File: src/rtl/tx_pkg.sv
// Shared types and constants for the packet transmit controller.
// CRC-16 polynomial and seed live here so the model and RTL agree on one source.
package tx_pkg;

  typedef enum logic [2:0] {
    ST_IDLE  = 3'd0,
    ST_LOAD  = 3'd1,
    ST_SHIFT = 3'd2,
    ST_CRC   = 3'd3,
    ST_DONE  = 3'd4
  } tx_state_t;

  localparam logic [15:0] CRC16_POLY = 16'h8005;
  localparam logic [15:0] CRC16_INIT = 16'hFFFF;

endpackage

File: src/rtl/counter.sv
// Up-counter with synchronous clear; clear has priority over increment.
// Wraps silently at 2**W.
module counter #(
  parameter int W = 5
) (
  input  logic         clk,
  input  logic         rst_b,
  input  logic         clr,
  input  logic         inc,
  output logic [W-1:0] cnt
);

  logic [W-1:0] cnt_q;
  logic [W-1:0] cnt_d;

  always_comb begin
    cnt_d = cnt_q;
    if (clr) begin
      cnt_d = '0;
    end else if (inc) begin
      cnt_d = cnt_q + 1'b1;
    end
  end

  always_ff @(posedge clk or negedge rst_b) begin
    if (!rst_b) begin
      cnt_q <= '0;
    end else begin
      cnt_q <= cnt_d;
    end
  end

  assign cnt = cnt_q;

endmodule

File: src/rtl/piso_shiftreg.sv
// Parallel-in serial-out shifter, LSB first; ser_out is valid the cycle after load.
// Load wins over shift; holds its contents when neither is asserted.
module piso_shiftreg #(
  parameter int W = 8
) (
  input  logic         clk,
  input  logic         rst_b,
  input  logic         load,
  input  logic [W-1:0] load_dat,
  input  logic         shift_en,
  output logic         ser_out
);

  logic [W-1:0] dat_q;
  logic [W-1:0] dat_d;

  always_comb begin
    dat_d = dat_q;
    if (load) begin
      dat_d = load_dat;
    end else if (shift_en) begin
      dat_d = {1'b0, dat_q[W-1:1]};
    end
  end

  always_ff @(posedge clk or negedge rst_b) begin
    if (!rst_b) begin
      dat_q <= '0;
    end else begin
      dat_q <= dat_d;
    end
  end

  assign ser_out = dat_q[0];

endmodule

File: src/rtl/pkt_tx_ctrl.sv
// Serialises a byte stream LSB first with optional trailing inverted CRC; first bit one cycle after acceptance.
// Byte input stalls (byte_ready low) outside LOAD; bit_en low freezes all shifting state.
module pkt_tx_ctrl
  import tx_pkg::*;
#(
  parameter int CRC_W = 16
) (
  input  logic       clk,
  input  logic       rst_b,
  input  logic       start,
  input  logic       crc_en,
  input  logic [7:0] byte_in,
  input  logic       byte_valid,
  input  logic       byte_last,
  output logic       byte_ready,
  input  logic       bit_en,
  output logic       bit_out,
  output logic       bit_valid,
  output logic       busy,
  output logic       done
);

  localparam logic [CRC_W-1:0] POLY     = CRC_W'(CRC16_POLY);
  localparam logic [4:0]       CRC_LAST = 5'(CRC_W - 1);

  tx_state_t        state_q, state_d;
  logic             crc_en_q, crc_en_d;
  logic             first_q, first_d;
  logic             last_q, last_d;
  logic [CRC_W-1:0] crc_q, crc_d;

  logic       sh_load;
  logic       sh_shift;
  logic       sh_bit;
  logic       cnt_clr;
  logic       cnt_inc;
  logic [4:0] cnt;
  logic       crc_fb;

  piso_shiftreg #(.W(8)) u_shift (
    .clk      (clk),
    .rst_b    (rst_b),
    .load     (sh_load),
    .load_dat (byte_in),
    .shift_en (sh_shift),
    .ser_out  (sh_bit)
  );

  // One counter serves both the data bits and the CRC bits.
  counter #(.W(5)) u_cnt (
    .clk   (clk),
    .rst_b (rst_b),
    .clr   (cnt_clr),
    .inc   (cnt_inc),
    .cnt   (cnt)
  );

  always_comb begin
    state_d    = state_q;
    crc_en_d   = crc_en_q;
    first_d    = first_q;
    last_d     = last_q;
    crc_d      = crc_q;
    sh_load    = 1'b0;
    sh_shift   = 1'b0;
    cnt_clr    = 1'b0;
    cnt_inc    = 1'b0;
    crc_fb     = 1'b0;
    byte_ready = 1'b0;
    bit_out    = 1'b0;
    bit_valid  = 1'b0;
    busy       = (state_q != ST_IDLE);
    done       = 1'b0;

    case (state_q)
      ST_IDLE: begin
        if (start) begin
          crc_en_d = crc_en;
          crc_d    = '1;
          first_d  = 1'b1;
          state_d  = ST_LOAD;
        end
      end

      ST_LOAD: begin
        byte_ready = 1'b1;
        if (byte_valid) begin
          sh_load = 1'b1;
          last_d  = byte_last;
          cnt_clr = 1'b1;
          state_d = ST_SHIFT;
        end
      end

      ST_SHIFT: begin
        bit_out   = sh_bit;
        bit_valid = 1'b1;
        if (bit_en) begin
          sh_shift = 1'b1;
          cnt_inc  = 1'b1;
          // The PID is transmitted but excluded from the checksum.
          if (!first_q) begin
            crc_fb = sh_bit ^ crc_q[CRC_W-1];
            crc_d  = {crc_q[CRC_W-2:0], 1'b0} ^ (crc_fb ? POLY : '0);
          end
          if (cnt == 5'd7) begin
            first_d = 1'b0;
            cnt_clr = 1'b1;
            if (!last_q) begin
              state_d = ST_LOAD;
            end else if (crc_en_q) begin
              state_d = ST_CRC;
            end else begin
              state_d = ST_DONE;
            end
          end
        end
      end

      ST_CRC: begin
        bit_out   = ~crc_q[CRC_W-1];
        bit_valid = 1'b1;
        if (bit_en) begin
          crc_d   = {crc_q[CRC_W-2:0], 1'b0};
          cnt_inc = 1'b1;
          if (cnt == CRC_LAST) begin
            state_d = ST_DONE;
          end
        end
      end

      ST_DONE: begin
        done    = 1'b1;
        state_d = ST_IDLE;
      end

      default: begin
        state_d = ST_IDLE;
      end
    endcase
  end

  always_ff @(posedge clk or negedge rst_b) begin
    if (!rst_b) begin
      state_q  <= ST_IDLE;
      crc_en_q <= 1'b0;
      first_q  <= 1'b0;
      last_q   <= 1'b0;
      crc_q    <= '0;
    end else begin
      state_q  <= state_d;
      crc_en_q <= crc_en_d;
      first_q  <= first_d;
      last_q   <= last_d;
      crc_q    <= crc_d;
    end
  end

endmodule
File: config.mk
export PLATFORM = sky130hd
export DESIGN_NAME = pkt_tx_ctrl
export DESIGN_NICKNAME = d
export VERILOG_FILES = /design/src/rtl/tx_pkg.sv /design/src/rtl/counter.sv /design/src/rtl/piso_shiftreg.sv /design/src/rtl/pkt_tx_ctrl.sv
export SDC_FILE = /design/constraint.sdc
export NUM_CORES = 1
export LEC_CHECK = 0
export CORE_ASPECT_RATIO = 0.5
export CORE_MARGIN = 2
export CORE_UTILIZATION = 59
export CTS_BUF_LIST = sky130_fd_sc_hd__clkbuf_8 sky130_fd_sc_hd__clkbuf_16
export CTS_CLUSTER_DIAMETER = 40
export CTS_CLUSTER_SIZE = 40
export DETAILED_ROUTE_END_ITERATION = 10
export PLACE_DENSITY = 0.83
export SLEW_MARGIN = 40
export SYNTH_ARGS = -nofsm -noshare
export SYNTH_HDL_FRONTEND = slang
export SYNTH_SLANG_ARGS = --single-unit
File: constraint.sdc
create_clock -name clk -period 4.59 [get_ports clk]
set_input_delay 0.918 -clock clk [delete_from_list [all_inputs] [get_ports clk]]
set_output_delay 0.918 -clock clk [all_outputs]
set_load 0.02 [all_outputs]
-- Word-level counts from Yosys, hierarchy flattened
Cells that the tools add are included.
- output and inout port bits: 5
- word-level logic and storage cells: 71
- input port bits: 15
- register bits after elaboration: 35
- eq/ne operators: 13
- reduce and logical (&&, ||, !) cells: 12
- add/sub/neg operators: 1
- multiplexer cells: 35
- bitwise logic cells: 3
- operator list (operator ; number):
    2-to-1 mux 16 bit ; 5
    case mux 16 bit (3 select lines) ; 1
    2-to-1 mux 3 bit ; 8
    2-to-1 mux 8 bit ; 2
    bitwise XOR 16 bit ; 1
    != test 2 bit (second input constant) ; 7
    2-to-1 mux 1 bit ; 13
    case mux 3 bit (4 select lines) ; 1
    2-to-1 mux 5 bit ; 2
    equality test 3 x 2 -> 1 bit (second input constant) ; 2
    case mux 1 bit (2 select lines) ; 3
    AND reduction 6 bit ; 1
    nonzero test 2 bit ; 3
    nonzero test 3 bit ; 2
    adder 5 x 1 -> 5 bit (second input constant) ; 1
    equality test 5 x 3 -> 1 bit (second input constant) ; 1
    equality test 5 x 4 -> 1 bit (second input constant) ; 1
    AND reduction 5 bit ; 1
    AND reduction 2 bit ; 2
    AND reduction 4 bit ; 1
    equality test 3 x 1 -> 1 bit (second input constant) ; 1
    equality test 3 bit (second input constant) ; 1
    logical NOT 3 bit ; 1
    OR reduction 2 bit ; 1
    2 further kinds ; 2

-- Depth between registers and ports, before layout
- depth in word-level cells: 6
- gate-level depth with buffers: 7
- gate-level depth less buffers: 7

-- Modules after synthesis
Synthesis repeated with hierarchy kept, for this count alone.
- cells, all modules: 153
- area total of the unflattened synthesis: 1710.4 um^2
- by module, submodules not included (module ; sequential area each (um^2) ; area each (um^2) ; cells an instance ; times used):
    pkt_tx_ctrl ; 550.5 ; 1088.5 ; 97 ; 1
    piso_shiftreg ; 200.2 ; 369.1 ; 34 ; 1
    counter ; 125.1 ; 252.7 ; 22 ; 1

-- Worst setup path after synthesis
Ideal clock, no wire load.
- path type: register to output
- start: register state_q[2]
- end: output bit_out
- required time: 3.672 ns
- cell stages (with the launch flop): 5
- buffers on the path: 2
- path slack: 2.492 ns
- data arrival time: 1.180 ns
- cell sequence: dfrtp_1 nand2b_1 buf_2 clkbuf_1 nor2_1
- cells in the longest elaborated chain, start to end: 2
- elaborated cells on any way between the ends: 3
- those cells by class: eq/ne: 2; mux: 1
- RTL lines (element ; line ; source):
    from (decl) ; pkt_tx_ctrl.sv:26 ; tx_state_t state_q, state_d;
    from (signal assigned) ; pkt_tx_ctrl.sv:151 ; state_q <= state_d;
    equality test 3 x 2 -> 1 bit ; pkt_tx_ctrl.sv:75 ; case (state_q)
    case mux 1 bit (2 select lines) (*) ; pkt_tx_ctrl.sv:75 ;
    to (decl) ; pkt_tx_ctrl.sv:17 ; output logic bit_out,
Mark *: on every way between the ends. The rest lies on a longest branch, timed or not.

-- Final worst setup path
- start: input bit_en
- end: register crc_q[15]
- cells in the longest elaborated chain, start to end: 2
- elaborated cells on any way between the ends: 3
- those cells by class: eq/ne: 2; reduce/logical: 1
- RTL lines (element ; line ; source):
    from (decl) ; pkt_tx_ctrl.sv:16 ; input logic bit_en,
    != test 2 bit (no line) ; - ;
    AND reduction 5 bit (no line) (*) ; - ;
    to (signal assigned) ; pkt_tx_ctrl.sv:155 ; crc_q <= crc_d;
    to (decl) ; pkt_tx_ctrl.sv:30 ; logic [CRC_W-1:0] crc_q, crc_d;
Marks and branches as above.
A chain may end at the register's enable or synchronous reset.

==> out/summary.txt <==
Post-DP HPWL: 2230 um
async set-reset flop share out of synthesis: 100%
Slew @ Worst Pin: 0.672 ns
Worst Path Max Fanout: 17
Cell Chain, Critical Path: clkdlybuf4s50_1, nand2_1, o2bb2ai_2, and2_1, o221a_2
Vias/cell: 5.72
startpoint type of the worst setup path: input port
syn nets: 208
# hold bufs at CTS: 0
Seq/Total Area, Yosys: 48.7%
PwrDens: 590 nW/um^2
layout cells sized above 1: 9.66%
Pre-Repair DR Iteration Count: 5
htree depth: 2
GRT overflow: 0
synthesized area: 1800 sq um
dominant synthesized flop cell: dfrtp_1
arrival time worst endpoint: 3.21 ns
PortBufs: 19
Setup violations, final: 0
Vias: 1413
WHS: 0.499 ns
dominant cells by area after synthesis: dfrtp_1 (49%), a21oi_1 (9.7%), mux2i_1 (5.0%), nor2_1 (4.8%), nand2_1 (3.1%)
Initial Util: 60.7%
Die Y: 43.0 um
largest net degree at the start of global routing: 36
Final Cycle Share: 65.1%
Setup WS pre-CTS: 1.35 ns
clock tree skew after final layout: 0.00464 ns
Post-synth top cells: a21oi_1 (35), dfrtp_1 (35), nor2_1 (23)
final slew viol count: 0
RSZ-0062 raised after global routing: false
Syn Area/Cell: 9.41 sq um
max_slew headroom: 55.0%
Synth cell types: 39
Skew-Pair Late Insertion Delay: 0.28 ns
CTS tree: done
first-pass GRT wire length: 6040 um
Pleak: 0.881 nW
Std-Cell Core Area: 2960 sq um
non-filler instance count after layout: 247
final period demand of the worst path: 2.99 ns
Design Power: 0.00122 W
Clock transition at path regs: 0.07 ns
Area growth syn-to-layout: 15.2%
Synth area leader: dfrtp_1
Max Cap Viol: 0
Die ar.: 3530 sq um
clock buffer count from CTS: 5
sequential cell area: 876 sq um
Filler Cell Count: 219
status: complete, no violations
post-route ant nets: 0
DRC Markers: 0
diode count: 0
clk sinks: 35
vias in the first global route: 1331
WS Path Type: in -> reg
CP Capture Type: flop
FP Rows: 14
post_cts resized: 0
type of the tightest min-delay check: reg -> reg
flops & latches, synth: 35
Yosys top cell area share: 48.7%
Multi-input gate area: 832 sq um
clk root buf: clkbuf_8
iteration-0 DRC count of the detailed router: 94
antenna violations before repair: 0
Placed Cells: 240
setup TNS: 0 ns
fmax: 334 MHz
final hold violation count: 0
required time of the critical path: 4.81 ns
maximum buffer depth of the clock tree: 2
routability-driven placement congestion ratio: 0.760
slowest stage delay, CP: 0.64 ns
wire per inst: 14.0 um
final wirelength: 3460 um
Setup Buffers After CTS: 0
slowest cell on the critical path: clkdlybuf4s50_1
worst vdd ir: 0.291 mV
Post-Synthesis Cells: 191
final worst setup slack: 1.60 ns
final net count: 224
Total GRT Usage: 23.2%
Yosys warnings: 0
total I/O pin count: 20
number of flops mapped to enable cells by yosys: 0
Die Width: 82.1 um
-- cell families after synthesis --
family          synth area share (%)
buf+inv                         5.36
compound gates                  18.2
fa+ha+maj                       1.39
mux                             7.72
xor+xnor                        1.46
simple gates                    17.2
flops                           48.7
-- state kept, by name (all words and copies together) (netlist names) --
name,cells
state_q,3
first_q,1
u_cnt.cnt,5
crc_q,16
crc_en_q,1
last_q,1
u_shift.dat_q,8
-- metrics by stage --
step | area (sq um) | util, %
after floorplan | 1800 | -
after global placement | 1980 | 66.8
after detailed placement | 1980 | 67.0
after CTS | 2070 | 69.9
after global routing | 2070 | 69.9
final | 2070 | 69.9
-- per-layer routing --
layer	track usage (%)	vias up	part of all wire, %
li1	-	700	-
met1	32.0	663	45
met2	35.0	42	49
met3	7.66	8	4.9
met4	7.33	0	1.3
met5	0	-	0
-- worst max-delay path, delay by kind of cell --
kind	cells	cell delay (ns)
compound gates	2	0.88
simple gates	2	0.77
buf+inv	1	0.64
-- placed cells by master, fill, tap and decap left out, types with 2 or more instances in the layout --
master,Yosys,layout
mux2i_1,9,9
mux2_2,3,3
inv_1,3,3
nand3_1,3,3
clkdlybuf4s50_1,0,19
nor3b_1,2,2
nand2b_1,4,4
a21oi_1,35,35
dfrtp_1,35,35
buf_4,5,2
a31oi_1,3,3
nand2_1,15,15
ha_1,2,2
or3_1,2,2
a22o_1,2,2
nor2_1,23,23
clkbuf_8,0,6
clkinv_2,1,2
nor3_1,7,7
xor2_1,2,2
o21ai_0,11,11
-- where the power goes --
group	internal [W]	total, W	switching, W
registers	0.000432	0.000547	0.000115
logic	0.000211	0.000452	0.000242
clock network	0.000118	0.000222	0.000104
-- layout make-up --
cell class,count,area share [%]
Inverter,5,0.967
Clock inverter,1,0.242
Sequential cell,35,42.3
Clock buffer,6,3.99
Tap cell,40,2.42
Timing Repair Buffer,21,9.91
Multi-Input combinational cell,139,40.2
-- final timing paths --
path	start	endpoint	slack, ns	depth (start not counted)
max	bit_en	crc_q[15]	1.60	5
min	u_shift.dat_q[7]	u_shift.dat_q[7]	0.50	1
min reg2reg	u_shift.dat_q[7]	u_shift.dat_q[7]	0.50	1
max in group asynchronous	rst_b	crc_q[10]	3.24	2
min in group asynchronous	rst_b	first_q	1.04	2
max reg2reg	state_q[0]	crc_q[15]	2.12	4
(Power assumes the default switching activity.)
